$ cat src/rtl/max_pool_addr_gen.sv
// max_pool_addr_gen
// ------------------------------------------------------------------------
// Read-address generator for the max-pooling stage. Walks every pooling
// window of a CHANNELS x IMG_H x IMG_W row-major feature map (loop order
// c, oy, ox, ky, kx) and issues one tap address per accepted handshake.
// A MEM_LATENCY-deep sideband pipeline carries {one-hot tap select, first,
// last} so it lines up with the data returning from feature memory.
// Addresses come from incremental plane/row/window/tap bases, so the
// per-tap path contains adders only.
//
// Optional feature: define MAXPOOL_START_ERR_EN to add the sticky `err`
// output, which flags a start request that arrives while a pass is running
// or draining.
//
// Ports:
//   clk, reset      clock, asynchronous active-low reset
//   start           one-cycle pass request (honoured in IDLE or DONE)
//   base_addr       map base address, sampled on an accepted start
//   addr_out        registered tap address
//   addr_valid      addr_out is valid
//   addr_ready      memory accepts addr_out
//   sel             one-hot tap index ky*POOL_K+kx, aligned to memory data
//   sel_valid       sideband valid, aligned to memory data
//   win_first       sideband entry is tap 0 of a window
//   win_last        sideband entry is the final tap of a window
//   busy            high while running or draining
//   done            high once the pass has fully drained
//   err             (MAXPOOL_START_ERR_EN only) sticky ignored-start flag
// ------------------------------------------------------------------------
module max_pool_addr_gen #(
  parameter int IMG_W       = 4,
  parameter int IMG_H       = 4,
  parameter int POOL_K      = 2,
  parameter int STRIDE      = 2,
  parameter int CHANNELS    = 1,
  parameter int ADDR_W      = 14,
  parameter int MEM_LATENCY = 2
) (
  input  logic                       clk,
  input  logic                       reset,
  input  logic                       start,
  input  logic [ADDR_W-1:0]          base_addr,
  output logic [ADDR_W-1:0]          addr_out,
  output logic                       addr_valid,
  input  logic                       addr_ready,
  output logic [POOL_K*POOL_K-1:0]   sel,
  output logic                       sel_valid,
  output logic                       win_first,
  output logic                       win_last,
  output logic                       busy,
  output logic                       done
`ifdef MAXPOOL_START_ERR_EN
  ,
  output logic                       err
`endif
);

  localparam int KK    = POOL_K * POOL_K;
  localparam int OUT_W = (IMG_W - POOL_K) / STRIDE + 1;
  localparam int OUT_H = (IMG_H - POOL_K) / STRIDE + 1;
  localparam int CNT_W = 16;

  localparam logic [CNT_W-1:0]  CNT_ONE  = CNT_W'(1);
  localparam logic [CNT_W-1:0]  K_LAST   = CNT_W'(POOL_K - 1);
  localparam logic [CNT_W-1:0]  OX_LAST  = CNT_W'(OUT_W - 1);
  localparam logic [CNT_W-1:0]  OY_LAST  = CNT_W'(OUT_H - 1);
  localparam logic [CNT_W-1:0]  C_LAST   = CNT_W'(CHANNELS - 1);

  // Address increments; all are elaboration-time constants.
  localparam logic [ADDR_W-1:0] ADDR_ONE     = ADDR_W'(1);
  localparam logic [ADDR_W-1:0] ROW_STEP     = ADDR_W'(IMG_W);
  localparam logic [ADDR_W-1:0] COL_STEP     = ADDR_W'(STRIDE);
  localparam logic [ADDR_W-1:0] WIN_ROW_STEP = ADDR_W'(STRIDE * IMG_W);
  localparam logic [ADDR_W-1:0] PLANE_STEP   = ADDR_W'(IMG_W * IMG_H);

  typedef enum logic [1:0] {
    S_IDLE  = 2'd0,
    S_RUN   = 2'd1,
    S_DRAIN = 2'd2,
    S_DONE  = 2'd3
  } state_t;

  state_t              state_r;

  logic [CNT_W-1:0]    c_r, oy_r, ox_r, ky_r, kx_r;
  logic [ADDR_W-1:0]   plane_base_r;  // base + c*IMG_W*IMG_H
  logic [ADDR_W-1:0]   win_row_r;     // plane_base + oy*STRIDE*IMG_W
  logic [ADDR_W-1:0]   win_base_r;    // win_row + ox*STRIDE
  logic [ADDR_W-1:0]   tap_row_r;     // win_base + ky*IMG_W
  logic [KK-1:0]       tap_sel_r;     // one-hot of the tap currently on addr_out

  logic [MEM_LATENCY-1:0]         sb_valid_r;
  logic [MEM_LATENCY-1:0][KK-1:0] sb_sel_r;
  logic [MEM_LATENCY-1:0]         sb_first_r;
  logic [MEM_LATENCY-1:0]         sb_last_r;

  logic                accept_s;
  logic                pass_end_s;
  logic                upstream_busy_s;
  logic [CNT_W-1:0]    c_nxt_s, oy_nxt_s, ox_nxt_s, ky_nxt_s, kx_nxt_s;
  logic [ADDR_W-1:0]   plane_nxt_s, win_row_nxt_s, win_base_nxt_s, tap_row_nxt_s;
  logic [ADDR_W-1:0]   addr_nxt_s;

  assign accept_s  = addr_valid & addr_ready;
  assign sel       = sb_sel_r[MEM_LATENCY-1];
  assign sel_valid = sb_valid_r[MEM_LATENCY-1];
  assign win_first = sb_first_r[MEM_LATENCY-1];
  assign win_last  = sb_last_r[MEM_LATENCY-1];

  // Pipeline stages that still feed the output stage; when they are all
  // empty the output stage is on its final entry and DONE can follow.
  always_comb begin
    upstream_busy_s = 1'b0;
    for (int i = 0; i < MEM_LATENCY - 1; i++) begin
      upstream_busy_s = upstream_busy_s | sb_valid_r[i];
    end
  end

  // Next tap position: innermost counter that has not wrapped advances and
  // every base beneath it restarts from the updated base.
  always_comb begin
    c_nxt_s        = c_r;
    oy_nxt_s       = oy_r;
    ox_nxt_s       = ox_r;
    ky_nxt_s       = ky_r;
    kx_nxt_s       = kx_r;
    plane_nxt_s    = plane_base_r;
    win_row_nxt_s  = win_row_r;
    win_base_nxt_s = win_base_r;
    tap_row_nxt_s  = tap_row_r;
    addr_nxt_s     = addr_out;
    pass_end_s     = 1'b0;
    if (kx_r != K_LAST) begin
      kx_nxt_s   = kx_r + CNT_ONE;
      addr_nxt_s = addr_out + ADDR_ONE;
    end else if (ky_r != K_LAST) begin
      kx_nxt_s      = '0;
      ky_nxt_s      = ky_r + CNT_ONE;
      tap_row_nxt_s = tap_row_r + ROW_STEP;
      addr_nxt_s    = tap_row_r + ROW_STEP;
    end else if (ox_r != OX_LAST) begin
      kx_nxt_s       = '0;
      ky_nxt_s       = '0;
      ox_nxt_s       = ox_r + CNT_ONE;
      win_base_nxt_s = win_base_r + COL_STEP;
      tap_row_nxt_s  = win_base_r + COL_STEP;
      addr_nxt_s     = win_base_r + COL_STEP;
    end else if (oy_r != OY_LAST) begin
      kx_nxt_s       = '0;
      ky_nxt_s       = '0;
      ox_nxt_s       = '0;
      oy_nxt_s       = oy_r + CNT_ONE;
      win_row_nxt_s  = win_row_r + WIN_ROW_STEP;
      win_base_nxt_s = win_row_r + WIN_ROW_STEP;
      tap_row_nxt_s  = win_row_r + WIN_ROW_STEP;
      addr_nxt_s     = win_row_r + WIN_ROW_STEP;
    end else if (c_r != C_LAST) begin
      kx_nxt_s       = '0;
      ky_nxt_s       = '0;
      ox_nxt_s       = '0;
      oy_nxt_s       = '0;
      c_nxt_s        = c_r + CNT_ONE;
      plane_nxt_s    = plane_base_r + PLANE_STEP;
      win_row_nxt_s  = plane_base_r + PLANE_STEP;
      win_base_nxt_s = plane_base_r + PLANE_STEP;
      tap_row_nxt_s  = plane_base_r + PLANE_STEP;
      addr_nxt_s     = plane_base_r + PLANE_STEP;
    end else begin
      // Final tap of the final window: counters return to zero.
      kx_nxt_s   = '0;
      ky_nxt_s   = '0;
      ox_nxt_s   = '0;
      oy_nxt_s   = '0;
      c_nxt_s    = '0;
      pass_end_s = 1'b1;
    end
  end

  // Sideband shift register: loaded with the accepted tap every cycle
  // (zeros when nothing is accepted) and never stalls.
  always_ff @(posedge clk or negedge reset) begin
    if (!reset) begin
      sb_valid_r <= '0;
      sb_sel_r   <= '0;
      sb_first_r <= '0;
      sb_last_r  <= '0;
    end else begin
      sb_valid_r[0] <= accept_s;
      sb_sel_r[0]   <= accept_s ? tap_sel_r : {KK{1'b0}};
      sb_first_r[0] <= accept_s & tap_sel_r[0];
      sb_last_r[0]  <= accept_s & tap_sel_r[KK-1];
      for (int i = 1; i < MEM_LATENCY; i++) begin
        sb_valid_r[i] <= sb_valid_r[i-1];
        sb_sel_r[i]   <= sb_sel_r[i-1];
        sb_first_r[i] <= sb_first_r[i-1];
        sb_last_r[i]  <= sb_last_r[i-1];
      end
    end
  end

  // Pass control FSM with registered address, handshake and status outputs.
  always_ff @(posedge clk or negedge reset) begin
    if (!reset) begin
      state_r      <= S_IDLE;
      c_r          <= '0;
      oy_r         <= '0;
      ox_r         <= '0;
      ky_r         <= '0;
      kx_r         <= '0;
      plane_base_r <= '0;
      win_row_r    <= '0;
      win_base_r   <= '0;
      tap_row_r    <= '0;
      tap_sel_r    <= '0;
      addr_out     <= '0;
      addr_valid   <= 1'b0;
      busy         <= 1'b0;
      done         <= 1'b0;
`ifdef MAXPOOL_START_ERR_EN
      err          <= 1'b0;
`endif
    end else begin
      case (state_r)
        S_IDLE, S_DONE: begin
          if (start) begin
            state_r      <= S_RUN;
            c_r          <= '0;
            oy_r         <= '0;
            ox_r         <= '0;
            ky_r         <= '0;
            kx_r         <= '0;
            plane_base_r <= base_addr;
            win_row_r    <= base_addr;
            win_base_r   <= base_addr;
            tap_row_r    <= base_addr;
            tap_sel_r    <= {{(KK-1){1'b0}}, 1'b1};
            addr_out     <= base_addr;
            addr_valid   <= 1'b1;
            busy         <= 1'b1;
            done         <= 1'b0;
`ifdef MAXPOOL_START_ERR_EN
            err          <= 1'b0;
`endif
          end
        end
        S_RUN: begin
`ifdef MAXPOOL_START_ERR_EN
          if (start) begin
            err <= 1'b1;
          end
`endif
          if (accept_s) begin
            c_r          <= c_nxt_s;
            oy_r         <= oy_nxt_s;
            ox_r         <= ox_nxt_s;
            ky_r         <= ky_nxt_s;
            kx_r         <= kx_nxt_s;
            plane_base_r <= plane_nxt_s;
            win_row_r    <= win_row_nxt_s;
            win_base_r   <= win_base_nxt_s;
            tap_row_r    <= tap_row_nxt_s;
            addr_out     <= addr_nxt_s;
            // Every window has exactly KK taps, so rotation returns to tap 0.
            tap_sel_r    <= {tap_sel_r[KK-2:0], tap_sel_r[KK-1]};
            if (pass_end_s) begin
              state_r    <= S_DRAIN;
              addr_valid <= 1'b0;
            end
          end
        end
        S_DRAIN: begin
`ifdef MAXPOOL_START_ERR_EN
          if (start) begin
            err <= 1'b1;
          end
`endif
          if (!upstream_busy_s) begin
            state_r <= S_DONE;
            busy    <= 1'b0;
            done    <= 1'b1;
          end
        end
        default: begin
          state_r    <= S_IDLE;
          addr_valid <= 1'b0;
          busy       <= 1'b0;
          done       <= 1'b0;
        end
      endcase
    end
  end

endmodule

$ cat config.mk
export PLATFORM = sky130hd
export DESIGN_NAME = max_pool_addr_gen
export DESIGN_NICKNAME = d
export VERILOG_FILES = /design/src/rtl/max_pool_addr_gen.sv
export SDC_FILE = /design/constraint.sdc
export NUM_CORES = 1
export LEC_CHECK = 0
export ABC_AREA = 1
export BUFFER_PORTS_ARGS = -buffer_cell sky130_fd_sc_hd__buf_4
export CORE_UTILIZATION = 30
export DETAILED_ROUTE_END_ITERATION = 6
export HOLD_SLACK_MARGIN = 0.02
export PLACE_DENSITY_LB_ADDON = 0.12
export SETUP_SLACK_MARGIN = 0.3
export SYNTH_ARGS = -nofsm -noshare
export SYNTH_HDL_FRONTEND = slang
export SYNTH_SLANG_ARGS = --single-unit
export TNS_END_PERCENT = 50
$ cat constraint.sdc
create_clock -name clk -period 2 [get_ports clk]
set_input_delay 0.2 -clock clk [delete_from_list [all_inputs] [get_ports clk]]
set_output_delay 0.2 -clock clk [all_outputs]
set_load 0.005 [all_outputs]
# Word-level counts from Yosys, hierarchy flattened
# Cells that the tools add are included.
[word_totals]
register_bits = 173
in_bits = 18
out_inout_bits = 24
wordCells = 146
[classes]
n_addsub = 10
n_eq_ne = 20
n_mux = 75
bitwise = 3
reduce_logical = 18
[ops]
columns = ["cell", "count"]
rows = [
  ["16-bit 2-to-1 mux", 21],
  ["14-bit 2-to-1 mux", 21],
  ["16-bit one-hot mux with 2 select lines", 5],
  ["14-bit one-hot mux with 2 select lines", 5],
  ["16-bit by 1-bit adder with 16-bit output (second input constant)", 5],
  ["16-bit by 1-bit inequality test with 1-bit output (second input constant)", 4],
  ["2-bit inequality test (second input constant)", 9],
  ["4-bit AND reduction", 4],
  ["16-bit nonzero test", 1],
  ["14-bit by 1-bit adder with 14-bit output (second input constant)", 1],
  ["14-bit by 2-bit adder with 14-bit output (second input constant)", 1],
  ["14-bit by 3-bit adder with 14-bit output (second input constant)", 1],
  ["14-bit by 4-bit adder with 14-bit output (second input constant)", 1],
  ["14-bit by 5-bit adder with 14-bit output (second input constant)", 1],
  ["7-bit AND reduction", 2],
  ["4-bit 2-to-1 mux", 3],
  ["6-bit AND reduction", 2],
  ["1-bit 2-to-1 mux", 11],
  ["5-bit AND reduction", 2],
  ["2-bit 2-to-1 mux", 4],
  ["4-bit one-hot mux with 2 select lines", 1],
  ["8-bit AND reduction", 1],
  ["6-bit inequality test (second input constant)", 1],
  ["1-bit one-hot mux with 2 select lines", 3],
  ["11 further kinds", 16],
]

# Longest topological paths before layout
[depth]
ltp_word = 9
depth_mapped = 15
depth_no_buf = 15

# Worst setup path after synthesis
# Ideal clock, no wire load.
[synth_path]
path_kind = "reg2reg"
start = "register state_r[0]"
end = "register plane_base_r[11]"
setup_time_ns = 0.121
arrival_ns = 1.923
required_ns = 1.879
slack_ns = -0.044
path_stages_with_launch = 14
path_buffers = 2
synth_period_minus_slack_ns = 2.044
path_cell_list = "dfrtp_1 ha_1 buf_2 nand2_1 nand3_2 inv_2 nand2_4 nor2_8 nand2_4 nor2_8 o21ai_2 buf_2 nand2_1 o21ai_2"
[synth_via]
elab_chain_len = 4
elab_cells_between_ends = 14
classes_between = "eq/ne: 9; mux: 1; reduce/logical: 4"
[synth_rtl]
columns = ["item", "line_no", "text"]
rows = [
  ["from (decl)", "83", "state_t state_r;"],
  ["from (signal assigned)", "204", "state_r <= S_IDLE;"],
  ["from (signal assigned)", "226", "state_r <= S_RUN;"],
  ["from (signal assigned)", "266", "state_r <= S_DRAIN;"],
  ["2-bit == test / 2-bit logical NOT (equally long branches)", "223", "case (state_r)"],
  ["2-bit OR reduction", "223", ""],
  ["2-bit inequality test (no source line) / 2-bit nonzero test (equally long branches)", "n/a", ""],
  ["8-bit AND reduction (no source line)", "n/a", ""],
  ["to (signal assigned)", "232", "plane_base_r <= base_addr;"],
  ["to (signal assigned)", "258", "plane_base_r <= plane_nxt_s;"],
  ["to (decl)", "86", "logic [ADDR_W-1:0] plane_base_r;"],
]
# Several ways; a longest one is shown, not always the timed one.
# A chain may end at the register's enable or synchronous reset.

# Final worst setup path
[layout_path]
start = "register state_r[0]"
end = "register plane_base_r[4]"
# The elaborated chain is that of the path after synthesis.

==> flow_summary.json <==
{
  "fin_crit_sh_pct": 103,
  "antenna_cells": 0,
  "nets": 1796,
  "vias_per_cell": 4.89,
  "required_ns": 2.33,
  "dp_hpwl_um": 24500,
  "power_mw": 26.0,
  "syn_nets": 1509,
  "drt_first_pass_iters": 5,
  "route.detailed.drc": 0,
  "grtUsageMet3_pct": 3.20,
  "dr_total_vias": 10900,
  "initial_core_util_pct": 30.8,
  "drt_iter0_markers": 564,
  "slew_headroom_pct": 67.0,
  "worst_hold_slack_ns": 0.0797,
  "syn_inst": 1473,
  "die_h_um": 189,
  "grt_pass1_vias": 10800,
  "synth_edf_count": 0,
  "grt_max_degree": 47,
  "wire_per_inst_um": 15.7,
  "syn_to_final_growth_pct": 48.5,
  "io_buffers": 41,
  "globalRouteMet2Util_pct": 33.9,
  "clock_sinks": 169,
  "htreeDepth": 4,
  "yosysWarnings": 0,
  "antenna_found_initial": 0,
  "ys_seq_area_share_pct": 40.5,
  "grtUsageMet1_pct": 27.1,
  "layout_common_cells": "291 x nand2_1, 228 x buf_4, 167 x dfrtp_1",
  "worstPathMaxFanout": 20,
  "path_clk_slew_ns": 0.07,
  "synth_area_per_cell_um2": 7.09,
  "max_freq_mhz": 487,
  "irDropWorstVdd_uv": 768,
  "tritoncts": "built",
  "p_leak_nw": 7.32,
  "die-area_mm2": 0.0355,
  "critPathArrivalTime_ns": 2.39,
  "clk_latency_ns": 0.45,
  "final.setup.worst_slack_ns": -0.0540,
  "async_flop_share_pct": 100,
  "coreArea_mm2": 0.0339,
  "ys.flop_type": "dfrtp_1",
  "nFillCells": 3431,
  "cap_violations": 0,
  "drive_above_1_share_pct": 36.2,
  "rows": 67,
  "drtAntennaViolNets": 0,
  "fin_crit_ns": 2.05,
  "grt_pass1_wl_um": 56900,
  "syn_area_mm2": 0.0104,
  "cts.path.max_buffers": 2,
  "io-pin-count": 42,
  "hold_path_depth": 3,
  "outcome": "complete, but fails checks",
  "cts-buffers-inserted": 17,
  "fp.dieW_um": 189,
  "track_usage_pct": 20.2,
  "rsz0062_at_grt": "true",
  "place_inst": 2111,
  "wirelength_um": 35000,
  "hp-class": "in2reg",
  "layout_commonest_cell": "nand2_1",
  "reg2reg_depth": 13,
  "synthDistinctLibCells": 43,
  "place_congestion": 0.851,
  "gr-total-overflow": 0,
  "grt_most_used_layer": "met2",
  "p_per_area_mw_per_mm2": 1680,
  "clock_skew_ns": 0.0136,
  "start_kind": "flop",
  "ys_seq_elements": 169,
  "worst_pin_slew_ns": 0.491,
  "final-hold-violation-count": 0,
  "setup_viol": 29,
  "cp-end-kind": "flop",
  "slew_viol_final": 0,
  "violations": "setup timing",
  "path_class": "reg2reg",
  "layoutNonFillerInstCount": 2221,
  "root_buffer": "clkbuf_16"
}
[path summary, 6_finish.rpt]
check,start,to,slack [ns]
worst max-delay path,state_r[0],plane_base_r[4],-0.05
worst min register to register,sb_sel_r[2],sel[2],0.36
worst max register to register,state_r[0],plane_base_r[4],-0.05
worst min-delay path,base_addr[2],plane_base_r[2],0.08
min in group asynchronous,reset,oy_r[6],0.26
max in group asynchronous,reset,plane_base_r[10],1.09
[routing by layer]
layer | vias to the layer above | wire length (um)
met3 | 27 | 1190
met2 | 169 | 16800
met4 | 0 | 401
li1 | 5395 | -
met5 | - | 0
met1 | 5262 | 16600
[cells in the mapped netlist, types with 3 or more instances]
master      n  share of area [%]
o22ai_1     7               0.42
nor2_1    179                6.4
clkbuf_1   11               0.40
inv_1     185                6.7
buf_2      14               0.67
nor3b_1     3               0.22
dfrtp_1   169                 41
nand2_1   354                 13
nand3_1   126                6.0
o21ai_2    15                1.3
buf_6       3               0.32
nand4_1    41                2.5
o31ai_1     5               0.36
a31oi_1    14               0.84
inv_2      11               0.40
nor4_1     12               0.72
nor3_1     48                2.3
a21oi_1    72                3.5
o21ai_1     4               0.19
o21a_1      3               0.22
xor2_1     31                2.6
nand3b_1    4               0.29
nand2_4     3               0.32
ha_1       18                2.2
buf_1       4               0.14
nand2_2     3               0.18
o21ai_0    99                4.7
buf_4       9               0.65
xnor2_1     5               0.42
a22oi_1     4               0.29
[logic make-up after synthesis]
group / count (synthesis) / synth area share [%]
flip-flops: 169 / 40.5
XOR/XNOR: 36 / 3.02
buffers and inverters: 238 / 9.29
AO/OA/AOI/OAI: 230 / 12.3
AND/OR/NAND/NOR: 781 / 32.6
adder cells (fa/ha/maj): 18 / 2.16
multiplexers: 1 / 0.0959
[critical path: stages (launching register included)]
cell and delay, ns:
dfrtp_2 0.46, inv_2 0.08, ha_4 0.20, nand2_4 0.07
nand3_4 0.11, clkinv_4 0.09, nand2_8 0.06, nor2_8 0.17
nand2_8 0.12, nor2_8 0.19, o21ai_4 0.08, buf_12 0.17
nand2_4 0.08, o21ai_2 0.04
[per-stage QoR]
step / cell area, um2 / setup WS [ns] / TNS, ns / utilization (%)
after CTS: 14800 / -0.0377 / -0.0814 / 43.7
after global placement: 12700 / -0.151 / -3.24 / 37.6
after global routing: 15500 / -0.147 / -9.32 / 45.8
after detailed placement: 12700 / -0.127 / -4.12 / 37.6
after floorplan: 10600 / 0.0248 / 0 / -
final: 15500 / -0.0540 / -0.946 / 45.8
[what timing repair did]
action / CTS / global route
pin swaps: 109 / 76
endpoints found under the hold margin: 34 / 0
setup buffers: 56 / 13
resized for setup: 286 / 154
gates cloned: 5 / 3
hold buffers: 1 / 0
endpoints found under the setup margin: 152 / 153
[cell type report]
class | count | area [um2] | share of cell area (%)
multi-input cells | 1066 | 6470 | 41.8
repair buffers | 309 | 2880 | 18.6
flip-flops and latches | 169 | 4230 | 27.3
clock buffers | 17 | 425 | 2.74
well taps | 448 | 561 | 3.62
inverters | 197 | 796 | 5.13
clock inverters | 15 | 134 | 0.864
[report_power, final]
part           leakage (nW)  switching, mW  internal (mW)  total (mW)
registers              2.18          0.983           4.45        5.44
logic                  4.86           9.53           7.72        17.2
clock network         0.275           1.66           1.65        3.31
total                  7.32           12.2           13.8        26.0
[sequential cells by signal (all words and copies together) (netlist names), 2 cells and up]
register / count
addr_out: 14
c_r: 16
kx_r: 16
ky_r: 16
ox_r: 16
oy_r: 16
plane_base_r: 14
sb_sel_r: 4
sb_valid_r: 2
sel: 2
state_r: 2
tap_row_r: 14
tap_sel_r: 4
win_base_r: 14
win_row_r: 14
(Power assumes the default switching activity.)
